**src/rtl/hazard_forward_unit.sv**
```systemverilog
// Forwarding-select and load-use stall unit for the EX stage.
// Tracks rs/rt in ID/EX and writers in EX/MEM and MEM/WB; stalls at most one cycle per load.

module hfu_fwd_sel #(
  parameter int BITS_REGS          = 5,
  parameter int BITS_CORTOCIRCUITO = 3
) (
  input  logic                          idex_valid_i,
  input  logic [BITS_REGS-1:0]          src_i,
  input  logic [BITS_REGS-1:0]          exmem_rd_i,
  input  logic                          exmem_wr_i,
  input  logic [BITS_REGS-1:0]          memwb_rd_i,
  input  logic                          memwb_wr_i,
  output logic [BITS_CORTOCIRCUITO-1:0] sel_o
);
  localparam logic [BITS_CORTOCIRCUITO-1:0] SEL_RF    = '0;
  localparam logic [BITS_CORTOCIRCUITO-1:0] SEL_EXMEM = BITS_CORTOCIRCUITO'(1);
  localparam logic [BITS_CORTOCIRCUITO-1:0] SEL_MEMWB = BITS_CORTOCIRCUITO'(2);

  logic hit_exmem, hit_memwb;

  // r0 is hardwired zero, so a write to it must never be forwarded.
  assign hit_exmem = idex_valid_i & exmem_wr_i & (exmem_rd_i != '0) & (exmem_rd_i == src_i);
  assign hit_memwb = idex_valid_i & memwb_wr_i & (memwb_rd_i != '0) & (memwb_rd_i == src_i);

  always_comb begin
    sel_o = SEL_RF;
    if (hit_exmem)      sel_o = SEL_EXMEM;
    else if (hit_memwb) sel_o = SEL_MEMWB;
  end
endmodule

module hazard_forward_unit #(
  parameter int BITS_REGS          = 5,
  parameter int BITS_CORTOCIRCUITO = 3,
  parameter int BITS_COUNT         = 32
) (
  input  logic                          i_clk,
  input  logic                          i_reset,
  input  logic                          i_enable,
  input  logic                          i_flush,
  input  logic                          i_id_valid,
  input  logic [BITS_REGS-1:0]          i_id_rs,
  input  logic [BITS_REGS-1:0]          i_id_rt,
  input  logic [BITS_REGS-1:0]          i_ex_rd,
  input  logic                          i_ex_reg_write,
  input  logic                          i_ex_mem_read,
  output logic [BITS_CORTOCIRCUITO-1:0] o_corto_register_A,
  output logic [BITS_CORTOCIRCUITO-1:0] o_corto_register_B,
  output logic                          o_stall,
  output logic [BITS_COUNT-1:0]         o_stall_count
);
  localparam int NUM_OPS = 2;

  typedef enum logic [0:0] {RUN = 1'b0, STALL = 1'b1} state_t;

  typedef struct packed {
    logic [BITS_REGS-1:0] rd;
    logic                 wr;
  } writer_t;

  typedef struct packed {
    logic [BITS_REGS-1:0] rs;
    logic [BITS_REGS-1:0] rt;
    logic                 valid;
  } idex_t;

  state_t                 state_q, state_d;
  idex_t                  idex_q, idex_d;
  writer_t                exmem_q, exmem_d;
  writer_t                memwb_q, memwb_d;
  logic [BITS_COUNT-1:0]  cnt_q, cnt_d;
  logic                   hz;

  logic [NUM_OPS-1:0][BITS_REGS-1:0]          op_src;
  logic [NUM_OPS-1:0][BITS_CORTOCIRCUITO-1:0] op_sel;

  assign hz = i_id_valid & i_ex_mem_read & i_ex_reg_write & (i_ex_rd != '0) &
              ((i_ex_rd == i_id_rs) | (i_ex_rd == i_id_rt));

  // One bubble per load: the STALL state masks the hazard the cycle after it fired.
  assign o_stall = (state_q == RUN) & hz & ~i_flush;

  always_comb begin
    state_d = state_q;
    idex_d  = idex_q;
    exmem_d = exmem_q;
    memwb_d = memwb_q;
    cnt_d   = cnt_q;
    if (i_enable) begin
      memwb_d = exmem_q;
      exmem_d = '{rd: i_ex_rd, wr: i_ex_reg_write};
      if (o_stall | i_flush | ~i_id_valid) idex_d = '0;
      else idex_d = '{rs: i_id_rs, rt: i_id_rt, valid: 1'b1};
      if (o_stall) cnt_d = cnt_q + BITS_COUNT'(1);
      case (state_q)
        RUN:     state_d = o_stall ? STALL : RUN;
        STALL:   state_d = RUN;
        default: state_d = RUN;
      endcase
    end
  end

  always_ff @(posedge i_clk) begin
    if (i_reset) begin
      state_q <= RUN;
      idex_q  <= '0;
      exmem_q <= '0;
      memwb_q <= '0;
      cnt_q   <= '0;
    end else begin
      state_q <= state_d;
      idex_q  <= idex_d;
      exmem_q <= exmem_d;
      memwb_q <= memwb_d;
      cnt_q   <= cnt_d;
    end
  end

  assign op_src[0] = idex_q.rs;
  assign op_src[1] = idex_q.rt;

  for (genvar g = 0; g < NUM_OPS; g++) begin : g_op
    hfu_fwd_sel #(
      .BITS_REGS          (BITS_REGS),
      .BITS_CORTOCIRCUITO (BITS_CORTOCIRCUITO)
    ) u_sel (
      .idex_valid_i (idex_q.valid),
      .src_i        (op_src[g]),
      .exmem_rd_i   (exmem_q.rd),
      .exmem_wr_i   (exmem_q.wr),
      .memwb_rd_i   (memwb_q.rd),
      .memwb_wr_i   (memwb_q.wr),
      .sel_o        (op_sel[g])
    );
  end

  assign o_corto_register_A = op_sel[0];
  assign o_corto_register_B = op_sel[1];
  assign o_stall_count      = cnt_q;
endmodule
```
**config.mk**
```make
export PLATFORM = sky130hd
export DESIGN_NAME = hazard_forward_unit
export DESIGN_NICKNAME = d
export VERILOG_FILES = /design/src/rtl/hazard_forward_unit.sv
export SDC_FILE = /design/constraint.sdc
export NUM_CORES = 1
export LEC_CHECK = 0
export CAP_MARGIN = 20
export CORE_UTILIZATION = 30
export CTS_BUF_LIST = sky130_fd_sc_hd__clkbuf_8
export DETAILED_ROUTE_END_ITERATION = 12
export PLACE_DENSITY_LB_ADDON = 0.05
export SLEW_MARGIN = 40
export SYNTH_ARGS = -nofsm -noshare
export SYNTH_HDL_FRONTEND = slang
export SYNTH_SLANG_ARGS = --single-unit
```
**constraint.sdc**
```tcl
create_clock -name i_clk -period 2 [get_ports i_clk]
set_clock_uncertainty 0.15 [all_clocks]
set_input_delay 0.4 -clock i_clk [delete_from_list [all_inputs] [get_ports i_clk]]
set_output_delay 0.4 -clock i_clk [all_outputs]
set_load 0.005 [all_outputs]
```
==> impl_metrics.py <==
metrics = {
    "run_status": {
        "outcome": "complete, but fails checks",
        "failed_checks": "setup timing",
    },
    "grt": {
        "globalRouteOverflowTotal": 0,
        "grt_max_degree": 38,
        "gr-usage-all-layers": 0.190,
        "grt_pass1_vias": 3037,
        "number_of_antenna_violations_at_the_first_check_in_global_routing": 0,
        "grt_pass1_wl_um": 15500,
    },
    "clock_tree": {
        "hold_buffers": 0,
        "cts_max_path_buffers": 2,
        "cts_htree_levels": 2,
        "tritoncts": "done",
        "insertion_delay_ps": 310,
        "clk_root_buffer_cell": "sky130_fd_sc_hd__clkbuf_8",
        "cts.clk_slew.worst_paths_ps": 100,
        "cts_sinks": 56,
        "numCtsBuffers": 5,
    },
    "floorplan": {
        "die-height_um": 102,
        "die_w_um": 102,
        "floorplan.io_pins": 61,
        "placementRows": 36,
        "die_area_um2": 10400,
        "initial_utilization": 0.308,
        "placeableCoreArea_um2": 9730,
    },
    "worst_setup_path": {
        "startpoint_type": "flip-flop",
        "cp.required_ps": 1450,
        "rr_startpoint": "o_stall_count[0]",
        "worstPathMaxFanout": 2,
        "critical_path.endpoint_type": "output pin",
        "cp_data_arrival_time_ps": 2030,
        "critPathLaunch": "exmem_q[4]",
        "criticalPathCategory": "reg2out",
    },
    "min_path": {
        "timing.hold.worst.class": "in2reg",
        "hold_start": "i_id_rt[3]",
    },
    "timing": {
        "period_minus_slack_ps": 2580,
        "min_period_over_period": 1.29,
        "final-hold-violation-count": 0,
        "fmax_ghz": 0.388,
        "slew_margin_rel": 0.625,
        "finalSetupViolations": 6,
        "worst-slew-pin-transition_ps": 562,
        "unrepaired_setup_endpoints_after_global_routing": "yes",
        "final-max-slew-violation-count": 0,
        "postLayoutSetupSlackWorst_ps": -576,
    },
    "pwr": {
        "power.ir.vdd_worst_mv": 0.283,
        "power_density_nw_per_um2": 454,
        "static-leakage-power_nw": 1.87,
    },
    "placement": {
        "detailed_place_hpwl_um": 6610,
        "place.gp.congestion": 0.863,
        "place_area_um2": 4210,
        "port-buffer-count": 58,
    },
    "synthesis": {
        "synth_area_um2": 2990,
        "yosysWarnings": 0,
        "yosysUniqueCellTypes": 39,
        "post-synth-top-area-cell": "sky130_fd_sc_hd__dfxtp_1",
        "yosys.area.top_type_share": 0.375,
        "top_cells_by_area_in_the_synthesized_netlist": "sky130_fd_sc_hd__dfxtp_1 (37%), sky130_fd_sc_hd__or4_1 (8.3%), sky130_fd_sc_hd__o31ai_1 (7.0%)",
        "register_area_share_after_synthesis": 0.375,
        "synth_cells": 340,
        "synth.avg_cell_area_um2": 8.80,
        "postSynthRegisterBits": 56,
    },
    "finish": {
        "num-nets-final": 505,
        "insertedDiodeCount": 0,
        "finalCoreUtilization": 0.490,
        "area_delta_synth_final_pct": 59.2,
        "fillCellCount": 1002,
        "final_cell_area_um2": 4760,
        "post_route_cells_drive_above_1_share": 0.402,
    },
    "routing": {
        "antenna_violating_nets_post_route": 0,
        "routed_wirelength_um": 9820,
        "drt_drc_violations_left": 0,
        "initialDrtViolationCount": 125,
        "drt_first_pass_iters": 4,
        "wl_per_cell_um": 15.9,
        "route.detailed.vias_per_inst": 5.20,
        "dr_total_vias": 3201,
    },
    "run": {
        "drv_cap": 0,
    },
}
path summary, 6_finish.rpt:
check / to / cells after the start / slack (ps)
worst max register to register: o_stall_count[26] / 8 / 0
worst min-delay path: idex_q[4] / 2 / 190
worst min register to register: o_stall_count[21] / 2 / 340
worst max-delay path: o_corto_register_A[1] / 6 / -580
through the flow:
| step | hold slack (ps) | setup TNS, ps | total power, mW | cells | setup WS, ps |
|---|---|---|---|---|---|
| detailed placement | 317 | -33100 | 1.45 | 587 | -941 |
| global placement | 315 | -31770 | 1.45 | 587 | -884 |
| floorplan | 289 | 0 | 1.32 | 341 | 1.76 |
| CTS | 255 | -2150 | 2.17 | 606 | -604 |
| global route | 186 | -2630 | 2.27 | 616 | -656 |
| finish | 189 | -1930 | 2.17 | 616 | -576 |
repair_timing:
item | 4_1_cts | 5_1_grt
resized for setup | 82 | 86
setup endpoints to repair | 49 | 45
buffers inserted | 11 | 10
pin swaps | 22 | 43
gates cloned | 1 | 1
flip-flops by register name (all words and copies together) (netlist names):
register / flops
idex_q: 11
o_stall_count: 32
memwb_q: 6
exmem_q: 6
state_q: 1
critical path, stage by stage (launching register included):
cell and delay (ps):
sky130_fd_sc_hd__dfxtp_2 330, sky130_fd_sc_hd__or4_4 540, sky130_fd_sc_hd__o211ai_1 310, sky130_fd_sc_hd__buf_4 170, sky130_fd_sc_hd__nor4_2 40, sky130_fd_sc_hd__nor4_1 160
sky130_fd_sc_hd__buf_2 150
per-layer routing:
metal / wire length, um / part of all wire / vias up / track usage
met5: 0 / 0 / - / 0
met4: 90 / 0.0092 / 0 / 0.0429
met3: 306 / 0.031 / 8 / 0.0246
met2: 4450 / 0.45 / 50 / 0.300
met1: 4970 / 0.51 / 1565 / 0.277
li1: - / - / 1578 / -
report_power, final:
| group | internal [mW] | leakage (nW) | switching, mW | total, mW |
|---|---|---|---|---|
| clock | 0.278 | 0.0510 | 0.388 | 0.666 |
| sequential | 1.13 | 0.462 | 0.0124 | 1.14 |
| combinational | 0.178 | 1.35 | 0.183 | 0.362 |
| total | 1.58 | 1.87 | 0.584 | 2.17 |
cells by family (layout without fill, tap and decap cells):
logic type,Yosys count,in the layout,share of synthesized area
and+or+nand+nor,126,126,0.253
AOI/OAI and AO/OA,83,83,0.183
DFF,56,56,0.375
buffers and inverters,31,173,0.0569
xor gates and xnor gates,30,30,0.0878
muxes,12,12,0.0401
adders and majority gates,1,1,0.00418
other,1,2,0.00125
cell usage in the layout, fill, tap and decap left out, types with 7 or more instances in the layout:
master                            instances
sky130_fd_sc_hd__a21oi_1                 28
sky130_fd_sc_hd__a22o_1                  10
sky130_fd_sc_hd__buf_4                   90
sky130_fd_sc_hd__buf_6                    8
sky130_fd_sc_hd__clkbuf_2                11
sky130_fd_sc_hd__clkdlybuf4s50_1         33
sky130_fd_sc_hd__dfxtp_1                 42
sky130_fd_sc_hd__dfxtp_2                  9
sky130_fd_sc_hd__inv_1                    7
sky130_fd_sc_hd__mux2i_1                 12
sky130_fd_sc_hd__nand2_1                 10
sky130_fd_sc_hd__nand3_1                 16
sky130_fd_sc_hd__nand4_1                 12
sky130_fd_sc_hd__nor2_1                  15
sky130_fd_sc_hd__o31ai_1                 28
sky130_fd_sc_hd__or4_1                   24
sky130_fd_sc_hd__or4_4                    9
sky130_fd_sc_hd__xnor2_1                 10
sky130_fd_sc_hd__xor2_1                  14
cell type report:
type                    count  area, um2  area share
flip-flops and latches     56       1150       0.242
multi-input cells         254       2000       0.420
well taps                 133        166      0.0349
repair buffers            158       1330       0.279
clock buffers               6       82.6      0.0173
clock inverters             2       10.0     0.00210
inverters                   7       26.3     0.00551
cell usage after synthesis, drive strengths merged:
cell,instances
dfxtp,56
a21oi,34
or4,33
o31ai,28
nand3,20
nor2,20
xnor2,16
buf,14
nand4,14
xor2,14
mux2i,12
nand2,12
a22o,10
clkbuf,10
inv,7
nor4,7
nor3,5
and3,4
o21ai,4
nand4b,3
and2,2
nand3b,2
o211ai,2
a21o,1
and2b,1
and4b,1
conb,1
ha,1
o21a,1
o22a,1
o22ai,1
o41ai,1
or2,1
or3,1
(Power assumes the default switching activity.)
